[src/rtl/pc_pkg.sv]
// Shared types and helpers for the program-counter sequencer and its return-address stack.
package pc_pkg;

  typedef enum logic [2:0] {
    CC_NE  = 3'b000,
    CC_EQ  = 3'b001,
    CC_GT  = 3'b010,
    CC_LT  = 3'b011,
    CC_GE  = 3'b100,
    CC_LE  = 3'b101,
    CC_OVF = 3'b110,
    CC_UNC = 3'b111
  } ccode_e;

  localparam int FLG_V = 2;
  localparam int FLG_N = 1;
  localparam int FLG_Z = 0;

  typedef enum logic [0:0] {
    ST_RUN    = 1'b0,
    ST_HALTED = 1'b1
  } run_state_e;

  // Branch condition evaluation against the V/N/Z flag word.
  function automatic logic cond_met(input ccode_e cc, input logic [2:0] fl);
    logic met;
    case (cc)
      CC_NE:   met = ~fl[FLG_Z];
      CC_EQ:   met = fl[FLG_Z];
      CC_GT:   met = ~fl[FLG_Z] & ~fl[FLG_N];
      CC_LT:   met = fl[FLG_N];
      CC_GE:   met = fl[FLG_Z] | (~fl[FLG_Z] & ~fl[FLG_N]);
      CC_LE:   met = fl[FLG_Z] | fl[FLG_N];
      CC_OVF:  met = fl[FLG_V];
      CC_UNC:  met = 1'b1;
      default: met = 1'b0;
    endcase
    return met;
  endfunction

endpackage

[src/rtl/pc_ras.sv]
// Circular return-address stack: a push when full overwrites the oldest entry,
// a pop when empty leaves the stack untouched; both report err combinationally.
module pc_ras
  import pc_pkg::*;
#(
  parameter int DEPTH = 4,
  parameter int W     = 16
) (
  input  logic         clk,
  input  logic         rst_n,
  input  logic         push,
  input  logic         pop,
  input  logic [W-1:0] push_data,
  output logic [W-1:0] top_data,
  output logic         full,
  output logic         empty,
  output logic         err
);

  localparam int PTR_W = $clog2(DEPTH);
  localparam int CNT_W = PTR_W + 1;

  logic [W-1:0]     mem_q [DEPTH];
  logic [PTR_W-1:0] ptr_q, ptr_d;
  logic [CNT_W-1:0] cnt_q, cnt_d;
  logic [PTR_W-1:0] top_ptr_s;

  // ptr_q is the next write slot; the newest entry sits just below it.
  assign top_ptr_s = ptr_q - PTR_W'(1);
  assign top_data  = mem_q[top_ptr_s];
  assign full      = (cnt_q == CNT_W'(DEPTH));
  assign empty     = (cnt_q == {CNT_W{1'b0}});
  assign err       = (push & full) | (pop & ~push & empty);

  // Pointer and occupancy update; push takes precedence over pop.
  always_comb begin
    ptr_d = ptr_q;
    cnt_d = cnt_q;
    if (push) begin
      ptr_d = ptr_q + PTR_W'(1);
      if (!full) begin
        cnt_d = cnt_q + CNT_W'(1);
      end else begin
        cnt_d = cnt_q;
      end
    end else if (pop && !empty) begin
      ptr_d = top_ptr_s;
      cnt_d = cnt_q - CNT_W'(1);
    end else begin
      ptr_d = ptr_q;
    end
  end

  // Pointer and count registers.
  always_ff @(posedge clk) begin
    if (!rst_n) begin
      ptr_q <= {PTR_W{1'b0}};
      cnt_q <= {CNT_W{1'b0}};
    end else begin
      ptr_q <= ptr_d;
      cnt_q <= cnt_d;
    end
  end

  // Entry storage, written on every push.
  always_ff @(posedge clk) begin
    if (rst_n && push) begin
      mem_q[ptr_q] <= push_data;
    end
  end

endmodule

[src/rtl/pc_sequencer.sv]
// Program-counter sequencer: sequential, PC-relative (B) and register-indirect (BR)
// next-PC selection with stall and sticky halt. Define RAS_EN to add the return-address stack.
module pc_sequencer
  import pc_pkg::*;
#(
  parameter int              PC_W      = 16,
  parameter int              IMM_W     = 9,
  parameter logic [PC_W-1:0] RESET_PC  = {PC_W{1'b0}},
  parameter int              RAS_DEPTH = 4
) (
  input  logic             clk,
  input  logic             rst_n,
  input  logic             stall,
  input  logic             br_imm,
  input  logic             br_reg,
  input  logic             halt,
  input  logic [2:0]       ccode,
  input  logic [2:0]       flags,
  input  logic [IMM_W-1:0] imm,
  input  logic [PC_W-1:0]  reg_target,
  input  logic             call,
  input  logic             ret,
  output logic [PC_W-1:0]  pc,
  output logic [PC_W-1:0]  pc_plus2,
  output logic             taken,
  output logic             halted,
  output logic             ras_err
);

  run_state_e      state_q, state_d;
  logic [PC_W-1:0] pc_q, pc_d;
  logic            taken_q, taken_d;
  logic            cond_s;
  logic            branch_s;
  logic [PC_W-2:0] imm_ext_s;
  logic [PC_W-1:0] b_target_s;
  logic [PC_W-1:0] r_target_s;

  assign pc_plus2   = pc_q + {{(PC_W-2){1'b0}}, 2'b10};
  // Word offset becomes a byte offset by appending a zero; the sign bit is replicated above it.
  assign imm_ext_s  = {{(PC_W-1-IMM_W){imm[IMM_W-1]}}, imm};
  assign b_target_s = pc_plus2 + {imm_ext_s, 1'b0};
  assign r_target_s = {reg_target[PC_W-1:1], 1'b0};

  // BR honours the condition code as well, so an unconditional BR uses CC_UNC.
  assign cond_s   = cond_met(ccode_e'(ccode), flags);
  assign branch_s = (br_reg | br_imm) & cond_s;

`ifdef RAS_EN
  logic            push_s;
  logic            pop_s;
  logic            ras_full_s;
  logic            ras_empty_s;
  logic            ras_err_s;
  logic [PC_W-1:0] ras_top_s;
  logic            ras_err_q;
  logic            unused_s;

  pc_ras #(
    .DEPTH (RAS_DEPTH),
    .W     (PC_W)
  ) u_ras (
    .clk       (clk),
    .rst_n     (rst_n),
    .push      (push_s),
    .pop       (pop_s),
    .push_data (pc_plus2),
    .top_data  (ras_top_s),
    .full      (ras_full_s),
    .empty     (ras_empty_s),
    .err       (ras_err_s)
  );

  assign unused_s = reg_target[0] ^ ras_full_s;
`else
  logic unused_s;

  assign unused_s = reg_target[0] ^ call ^ ret;
`endif

  // Next-state and next-PC: stall > halted > halt > br_reg > br_imm > sequential.
  always_comb begin
    state_d = state_q;
    pc_d    = pc_q;
    taken_d = 1'b0;
`ifdef RAS_EN
    push_s  = 1'b0;
    pop_s   = 1'b0;
`endif
    if (stall) begin
      pc_d = pc_q;
    end else begin
      case (state_q)
        ST_RUN: begin
          if (halt) begin
            state_d = ST_HALTED;
          end else if (branch_s) begin
            taken_d = 1'b1;
            pc_d    = br_reg ? r_target_s : b_target_s;
`ifdef RAS_EN
            if (call) begin
              push_s = 1'b1;
            end else if (br_reg && ret) begin
              pop_s = 1'b1;
              if (!ras_empty_s) begin
                pc_d = ras_top_s;
              end else begin
                pc_d = r_target_s;
              end
            end else begin
              push_s = 1'b0;
            end
`endif
          end else begin
            pc_d = pc_plus2;
          end
        end
        ST_HALTED: begin
          state_d = ST_HALTED;
        end
        default: begin
          state_d = ST_HALTED;
        end
      endcase
    end
  end

  // Architectural state registers.
  always_ff @(posedge clk) begin
    if (!rst_n) begin
      state_q <= ST_RUN;
      pc_q    <= RESET_PC;
      taken_q <= 1'b0;
    end else begin
      state_q <= state_d;
      pc_q    <= pc_d;
      taken_q <= taken_d;
    end
  end

`ifdef RAS_EN
  // Stack error pulse; push/pop are already suppressed on stalled or halted cycles.
  always_ff @(posedge clk) begin
    if (!rst_n) begin
      ras_err_q <= 1'b0;
    end else begin
      ras_err_q <= ras_err_s;
    end
  end

  assign ras_err = ras_err_q;
`else
  assign ras_err = 1'b0;
`endif

  assign pc     = pc_q;
  assign taken  = taken_q;
  assign halted = (state_q == ST_HALTED);

endmodule

[config.mk]
export PLATFORM = sky130hd
export DESIGN_NAME = pc_sequencer
export DESIGN_NICKNAME = d
export VERILOG_FILES = /design/src/rtl/pc_pkg.sv /design/src/rtl/pc_ras.sv /design/src/rtl/pc_sequencer.sv
export SDC_FILE = /design/constraint.sdc
export NUM_CORES = 1
export LEC_CHECK = 0
export ABC_AREA = 1
export CORE_AREA = 2 2 77 79
export DETAILED_ROUTE_END_ITERATION = 8
export DIE_AREA = 0 0 79 81
export PLACE_DENSITY = 0.7
export SKIP_CTS_REPAIR_TIMING = 1
export SLEW_MARGIN = 20
export SYNTH_ARGS = -nofsm -noshare
export SYNTH_HDL_FRONTEND = slang
export SYNTH_SLANG_ARGS = --single-unit
[constraint.sdc]
create_clock -name clk -period 3.1 [get_ports clk]
set_input_delay 0.62 -clock clk [delete_from_list [all_inputs] [get_ports clk]]
set_output_delay 0.62 -clock clk [all_outputs]
set_load 0.05 [all_outputs]
==> reports/metrics.csv, run 1 <==
stage,metric,value,unit
run_status,status,"complete, no violations",
clock_tree,cts_max_path_buffers,2,
synthesis,synth_seq_cells,17,
placement,place.gp.congestion,0.879,
synthesis,syn_inst,355,
synthesis,synth.most_common_cell,nand2_1,
layout,diodes,0,
synthesis,avgSynthCellArea,6.01,µm²
synthesis,netlist_area,0.00213,mm²
timing,min_period,2.94,ns
routing,first_pass_iters,4,
power,power_density,319,mW/mm²
synthesis,synthMuxAreaShare,0,%
setup_path,cp-start-kind,flip-flop,
synthesis,synthSimpleGateAreaFrac,38.6,%
synthesis,synthArstFlopShare,0,%
global_routing,grt_max_degree,24,
synthesis,yosys.area.top_type,nand2_1,
power,p_leak,1.48,nW
synthesis,synth_edf_count,0,
synthesis,synth-adder-area-share,11.5,%
timing,finClkSkew,0.00238,ns
routing,drc_errors,0,
setup_path,crit_start,pc[6],
synthesis,synth-xor-area-share,8.56,%
global_routing,overflow,0,
synthesis,synth_ff_type,dfxtp_1,
timing,slew_headroom,52.5,%
timing,rsz0062_at_grt,false,
setup_path,arrival,2.32,ns
global_routing,antenna_found_initial,0,
clock_tree,cts.clk_slew.worst_paths,0.07,ns
die,die_x,79,µm
synthesis,synthTopCellsByCount,"nand2_1 (97), nor2_1 (48), inv_1 (37), a21oi_1 (28), nand3_1 (22)",
synthesis,synth_cell_type_count,36,
setup_path,reg2reg_slack,0.34,ns
setup_path,r2r-end,pc[15],
clock_tree,cts_sinks,17,
clock_tree,clockRootBuffer,clkbuf_8,
layout,fin_cells,500,
placement,port_buffers,67,
die,core_region_area,0.00568,mm²
clock_tree,cts_buffers,3,
routing,drt-initial-drc-count,123,
setup_path,crit_end,pc_plus2[8],
setup_path,path_class,flip-flop to output port,
global_routing,grt_pass1_wl,10200,µm
timing,hold_violations,0,
synthesis,ys_top_cells_by_area,"nand2_1 (17%), dfxtp_1 (16%), ha_1 (11%)",
setup_path,critPathMaxFanout,5,
synthesis,synth_top_family_by_area,simple AND/OR/NAND/NOR gates,
routing,wl,6340,µm
placement,dp_cells,496,
die,die_h,81,µm
die,fp-row-count,28,
die,io_pins,74,
synthesis,synth-compound-area-share,15.2,%
layout,fin_nets,484,
timing,fin_crit_sh,94.8,%
clock_tree,cts_tree,yes,
synthesis,seq_area_frac_synth,15.9,%
global_routing,grt_pass1_vias,2229,
run,cap_violations,0,
timing,tightest_slew,0.711,ns
timing,fmax,340,MHz
timing,tns,0,ns
routing,vias,2463,
placement,place_hpwl,5160,µm
die,die_area,0.00640,mm²
clock_tree,htree_levels,1,
setup_path,worstSetupEndpointType,output port,
layout,drive_above_1_share,9.18,%
synthesis,yosysTopAreaCellShare,17.1,%
power,irDropWorstVdd,0.000152,V
routing,postRouteAntennaNets,0,
die,start_util,37.6,%
routing,post_drt_wl_per_cell,12.7,µm
clock_tree,worstSkewPairLatency,0.26,ns
setup_path,cp.required,2.48,ns
timing,slew_violations,0,
layout,synthToLayoutAreaGrowth,41.2,%
setup_path,regToRegStartpoint,pc[2],
synthesis,synth_warnings,0,
setup_path,rr_worst_depth,17,
global_routing,grt_usage,20.2,%
hold_path,hold_class,flip-flop to flip-flop,
routing,viasPerCell,4.93,
timing,setup_violations,0,
-- metrics by stage --
step           worst slack (ns)  cell area [µm²]  util [%]  total power [mW]  hold WS (ns)
2_1_floorplan           -0.0322             2200         -             0.620         0.753
3_3_place_gp              0.300             2970      52.2             0.787         0.507
3_5_place_dp              0.279             2970      52.2             0.793         0.521
4_1_cts                   0.134             3010      53.1             0.966         0.542
5_1_grt                  0.0553             3010      53.1              1.03         0.584
6_report                  0.160             3010      53.1             0.961         0.542
-- kinds of logic (layout without fill, tap and decap cells) --
| group | count (synthesis) | in the layout |
|---|---|---|
| flip-flops | 17 | 17 |
| AO/OA/AOI/OAI | 58 | 58 |
| AND/OR/NAND/NOR | 188 | 188 |
| adder cells (fa/ha/maj) | 19 | 19 |
| buffers and inverters | 52 | 120 |
| XOR/XNOR | 20 | 20 |
| other | 1 | 3 |
-- layout by cell type (no fill, tap or decap), drive strengths merged, types with 2 or more instances in the layout --
cell,n
xor2,14
a21o,3
nor2,51
inv,39
dfxtp,17
o211ai,3
clkdlybuf4s50,61
clkbuf,3
nor3,3
a21oi,31
ha,18
or2,2
buf,13
xnor2,6
nand2,98
nand4,6
o21ai,18
nand3,27
conb,3
clkinv,3
-- where the power goes --
group          switching (mW)  internal (mW)  leakage, nW
sequential             0.0193          0.234        0.140
combinational           0.332          0.202         1.32
clock                  0.0832         0.0894       0.0255
-- final cells by class --
| type | count | area [µm²] |
|---|---|---|
| Timing Repair Buffer | 75 | 733 |
| Tap cell | 75 | 93.8 |
| Inverter | 41 | 154 |
| Sequential cell | 17 | 340 |
| Clock inverter | 1 | 5.00 |
| Multi-Input combinational cell | 288 | 1650 |
| Clock buffer | 3 | 41.3 |
| Fill cell | 603 | 2660 |
-- worst min path at each step --
stage	to	slack, ns	from	cells after the start
floorplan	halted	0.75	halted	2
global placement	halted	0.51	halted	2
detailed placement	halted	0.52	halted	2
CTS	halted	0.54	halted	2
global route	halted	0.58	halted	2
finish	halted	0.54	halted	2
-- per-layer routing --
layer	GRT usage (%)	share of wire, %	up-vias	wire length, µm
met5	0	0	-	0
met4	2.59	0.96	0	61
met3	4.67	6.1	6	386
met2	38.0	49	69	3120
met1	23.9	44	1092	2780
li1	-	-	1296	-
-- flip-flops by register name, summed over array words and instances (netlist names) --
name / flops
halted: 1
pc: 15
taken: 1
-- critical path: stages, from the launching register on --
cell and delay [ns]:
dfxtp_1 0.45, nand2_1 0.13, nor3_1 0.28, nand2_1 0.13, xor2_1 0.16, clkinv_1 0.10, clkdlybuf4s50_1 0.81
No activity file was read; power rests on OpenSTA's default activity.
==> run 2, diff against run 1 <==
--- a/config.mk
+++ b/config.mk
@@ -11,7 +11,7 @@
 export DIE_AREA = 0 0 79 81
 export PLACE_DENSITY = 0.7
 export SKIP_CTS_REPAIR_TIMING = 1
-export SLEW_MARGIN = 20
+export SLEW_MARGIN = 10
 export SYNTH_ARGS = -nofsm -noshare
 export SYNTH_HDL_FRONTEND = slang
 export SYNTH_SLANG_ARGS = --single-unit
==> results of run 2 <==
Same layout as run 1: the final DEF is identical, and so are final timing and power.
==> run 3, diff against run 2 <==
==> config.mk (replaced) <==
export PLATFORM = sky130hd
export DESIGN_NAME = pc_sequencer
export DESIGN_NICKNAME = d
export VERILOG_FILES = /design/src/rtl/pc_pkg.sv /design/src/rtl/pc_ras.sv /design/src/rtl/pc_sequencer.sv
export SDC_FILE = /design/constraint.sdc
export NUM_CORES = 1
export LEC_CHECK = 0
export CORE_AREA = 2 2 75 77
export DETAILED_ROUTE_END_ITERATION = 8
export DIE_AREA = 0 0 77 79
export PLACE_DENSITY = 0.71
export SKIP_CTS_REPAIR_TIMING = 1
export SLEW_MARGIN = 25
export SYNTH_ARGS = -nofsm -noshare
export SYNTH_HDL_FRONTEND = slang
export SYNTH_SLANG_ARGS = --single-unit
==> constraint.sdc (replaced) <==
create_clock -name clk -period 3.48 [get_ports clk]
set_input_delay 0.696 -clock clk [delete_from_list [all_inputs] [get_ports clk]]
set_output_delay 0.696 -clock clk [all_outputs]
set_load 0.05 [all_outputs]
==> run 3 against run 2 <==
Against the previous run:
- die area is 4.9% lower
- clock-buffer cell count unchanged
- register-to-register slack worse by 0.19 ns
- clock skew grew 0.0052 ns
- highest routed layer unchanged
- sequential share of layout area grew 0.43 points
- via count is 7.9% lower
- sequential power down 14%
- power decreased by 22%
==> reports/metrics.csv, run 3 <==
stage,metric,value,unit
clock_tree,cts_buffers,3,
die,fp-row-count,27,
run,cap_violations,0,
layout,fin_cells,417,
global_routing,antenna_found_initial,0,
synthesis,synth_edf_count,0,
timing,tightest_slew,0.797,ns
timing,slew_violations,0,
timing,fin_crit_sh,95.6,%
power,irDropWorstVdd,0.000222,V
timing,hold_ws,0.508,ns
power,power_density,256,mW/mm²
layout,layout_common_cells,"clkdlybuf4s50_1 (62), nand2_1 (31), a21oi_1 (31), nor2_1 (19)",
placement,place.gp.congestion,0.899,
timing,fmax,300,MHz
placement,place_ws,0.180,ns
routing,vias,2268,
hold_path,hold_class,flip-flop to flip-flop,
synthesis,synth_seq_cells,17,
setup_path,path_class,flip-flop to flip-flop,
die,start_util,37.7,%
setup_path,worstSetupEndpointType,flip-flop,
placement,place_hpwl,5050,µm
setup_path,slowest_stage,or3_1,
layout,drive_above_1_share,11.6,%
layout,diodes,0,
setup_path,cp.required,3.62,ns
synthesis,yosysTopAreaCellShare,16.9,%
synthesis,synth-adder-area-share,12.2,%
routing,post_drt_wl_per_cell,15.2,µm
synthesis,ys_top_cells_by_area,"dfxtp_1 (17%), ha_1 (11%), a21oi_1 (7.7%)",
setup_path,cp-start-kind,flip-flop,
synthesis,synth-compound-area-share,30.0,%
die,die_x,77,µm
setup_path,arrival,3.47,ns
timing,hold_violations,0,
routing,postRouteAntennaNets,0,
clock_tree,cts_sinks,17,
global_routing,grt_pass1_wl,10300,µm
clock_tree,cts_tree,yes,
die,io_pins,74,
layout,synthToLayoutAreaGrowth,45.2,%
clock_tree,clockRootBuffer,clkbuf_8,
synthesis,yosys.area.top_type,dfxtp_1,
clock_tree,worstSkewPairLatency,0.26,ns
global_routing,grt_max_degree,20,
synthesis,synth_top_family_by_area,compound AO/OA/AOI/OAI gates,
routing,first_pass_iters,4,
run_status,status,"complete, no violations",
clock_tree,cts_max_path_buffers,2,
setup_path,max_stage_delay,0.46,ns
global_routing,overflow,0,
timing,setup_ws,0.152,ns
synthesis,synth-xor-area-share,9.94,%
timing,rsz0062_at_grt,false,
synthesis,seq_area_frac_synth,16.9,%
die,core_region_area,0.00534,mm²
synthesis,synth_warnings,0,
routing,wl,6330,µm
synthesis,synthMuxAreaShare,1.55,%
synthesis,synthSimpleGateAreaFrac,24.1,%
synthesis,synth_cell_type_count,60,
routing,viasPerCell,5.44,
synthesis,synthArstFlopShare,0,%
layout,fin_nets,404,
routing,drt-initial-drc-count,129,
clock_tree,cts.clk_slew.worst_paths,0.08,ns
die,die_h,79,µm
timing,finClkSkew,0.00762,ns
power,p_leak,1.21,nW
routing,drc_errors,0,
setup_path,critPathMaxFanout,6,
timing,min_period,3.33,ns
layout,layout_commonest_cell,clkdlybuf4s50_1,
synthesis,avgSynthCellArea,7.35,µm²
synthesis,synth_ff_type,dfxtp_1,
timing,setup_violations,0,
placement,port_buffers,67,
synthesis,synthTopCellsByCount,"a21oi_1 (31), nand2_1 (31), nor2_1 (20), ha_1 (18), o21ai_0 (18)",
setup_path,critPathMostFrequentCell,ha_1,
synthesis,syn_inst,274,
global_routing,grt_usage,21.0,%
synthesis,netlist_area,0.00201,mm²
layout,largest_register_ffs,15,
clock_tree,htree_levels,1,
global_routing,grt_pass1_vias,2121,
die,die_area,0.00608,mm²
setup_path,cp_cell_sequence,ha_1 -> nand2_1 -> or2_1 -> or3_1 -> xnor2_4 -> ha_1 -> a21o_1 -> a31o_2 -> or4_1 -> a32oi_1 -> a21oi_1,
placement,dp_cells,413,
timing,slew_headroom,46.8,%
## run 3: changes by cell type after synthesis, sizes merged, moves of 4 or more
cell / previous run / this run
nand2: 98 / 31
inv: 39 / 9
nor2: 51 / 21
nand3: 27 / 8
o21ai: 18 / 26
xnor2: 6 / 13
xor2: 14 / 9
a21o: 3 / 7
nor3b: 0 / 4
## run 3: worst max-delay path, delay by kind of cell, from the launching register on
family                   cells  cell delay (ns)
AO/OA/AOI/OAI                4             0.77
XOR/XNOR                     1             0.18
adder cells (fa/ha/maj)      2             0.60
flip-flops                   1             0.38
AND/OR/NAND/NOR              4             1.30
## run 3: cells by family after synthesis
family / count (synthesis)
other: 1
adder cells (fa/ha/maj): 19
buffers and inverters: 22
flip-flops: 17
multiplexers: 3
AND/OR/NAND/NOR: 94
AO/OA/AOI/OAI: 96
XOR/XNOR: 22
## run 3: worst paths after layout
path / start / slack (ns) / cells past startpoint / to
worst min register to register: pc[2] / 0.51 / 2 / pc[2]
worst min-delay path: pc[2] / 0.51 / 2 / pc[2]
worst max-delay path: pc[1] / 0.15 / 11 / pc[14]
worst max register to register: pc[1] / 0.15 / 11 / pc[14]
## run 3: where the power goes
| group | internal, mW | leakage (nW) | switching (mW) | total [mW] |
|---|---|---|---|---|
| logic | 0.152 | 1.05 | 0.223 | 0.374 |
| clock network | 0.0808 | 0.0217 | 0.0781 | 0.159 |
| registers | 0.205 | 0.139 | 0.0117 | 0.217 |
| total | 0.438 | 1.21 | 0.312 | 0.750 |
## run 3: layout make-up
class                           instances  area, µm²
Sequential cell                        17        343
Multi-Input combinational cell        237       1660
Tap cell                               72       90.1
Clock buffer                            3       41.3
Timing Repair Buffer                   78        751
Clock inverter                          1       7.51
Inverter                                9       33.8
Fill cell                             538       2410
## run 3: per-stage QoR
step | setup TNS, ns | area [µm²] | power [mW] | util (%)
6_report | 0 | 2930 | 0.750 | 54.8
5_1_grt | 0 | 2930 | 0.800 | 54.8
4_1_cts | 0 | 2920 | 0.754 | 54.7
3_5_place_dp | 0 | 2870 | 0.595 | 53.8
3_3_place_gp | 0 | 2870 | 0.591 | 53.8
2_1_floorplan | -0.200 | 2100 | 0.465 | -
## run 3: routing by layer
| metal | global-route usage, % | routed length, µm | up-vias |
|---|---|---|---|
| met5 | 0 | 0 | - |
| li1 | - | - | 1148 |
| met2 | 37.7 | 3060 | 69 |
| met1 | 26.9 | 2870 | 1045 |
| met3 | 4.32 | 353 | 6 |
| met4 | 2.32 | 42 | 0 |
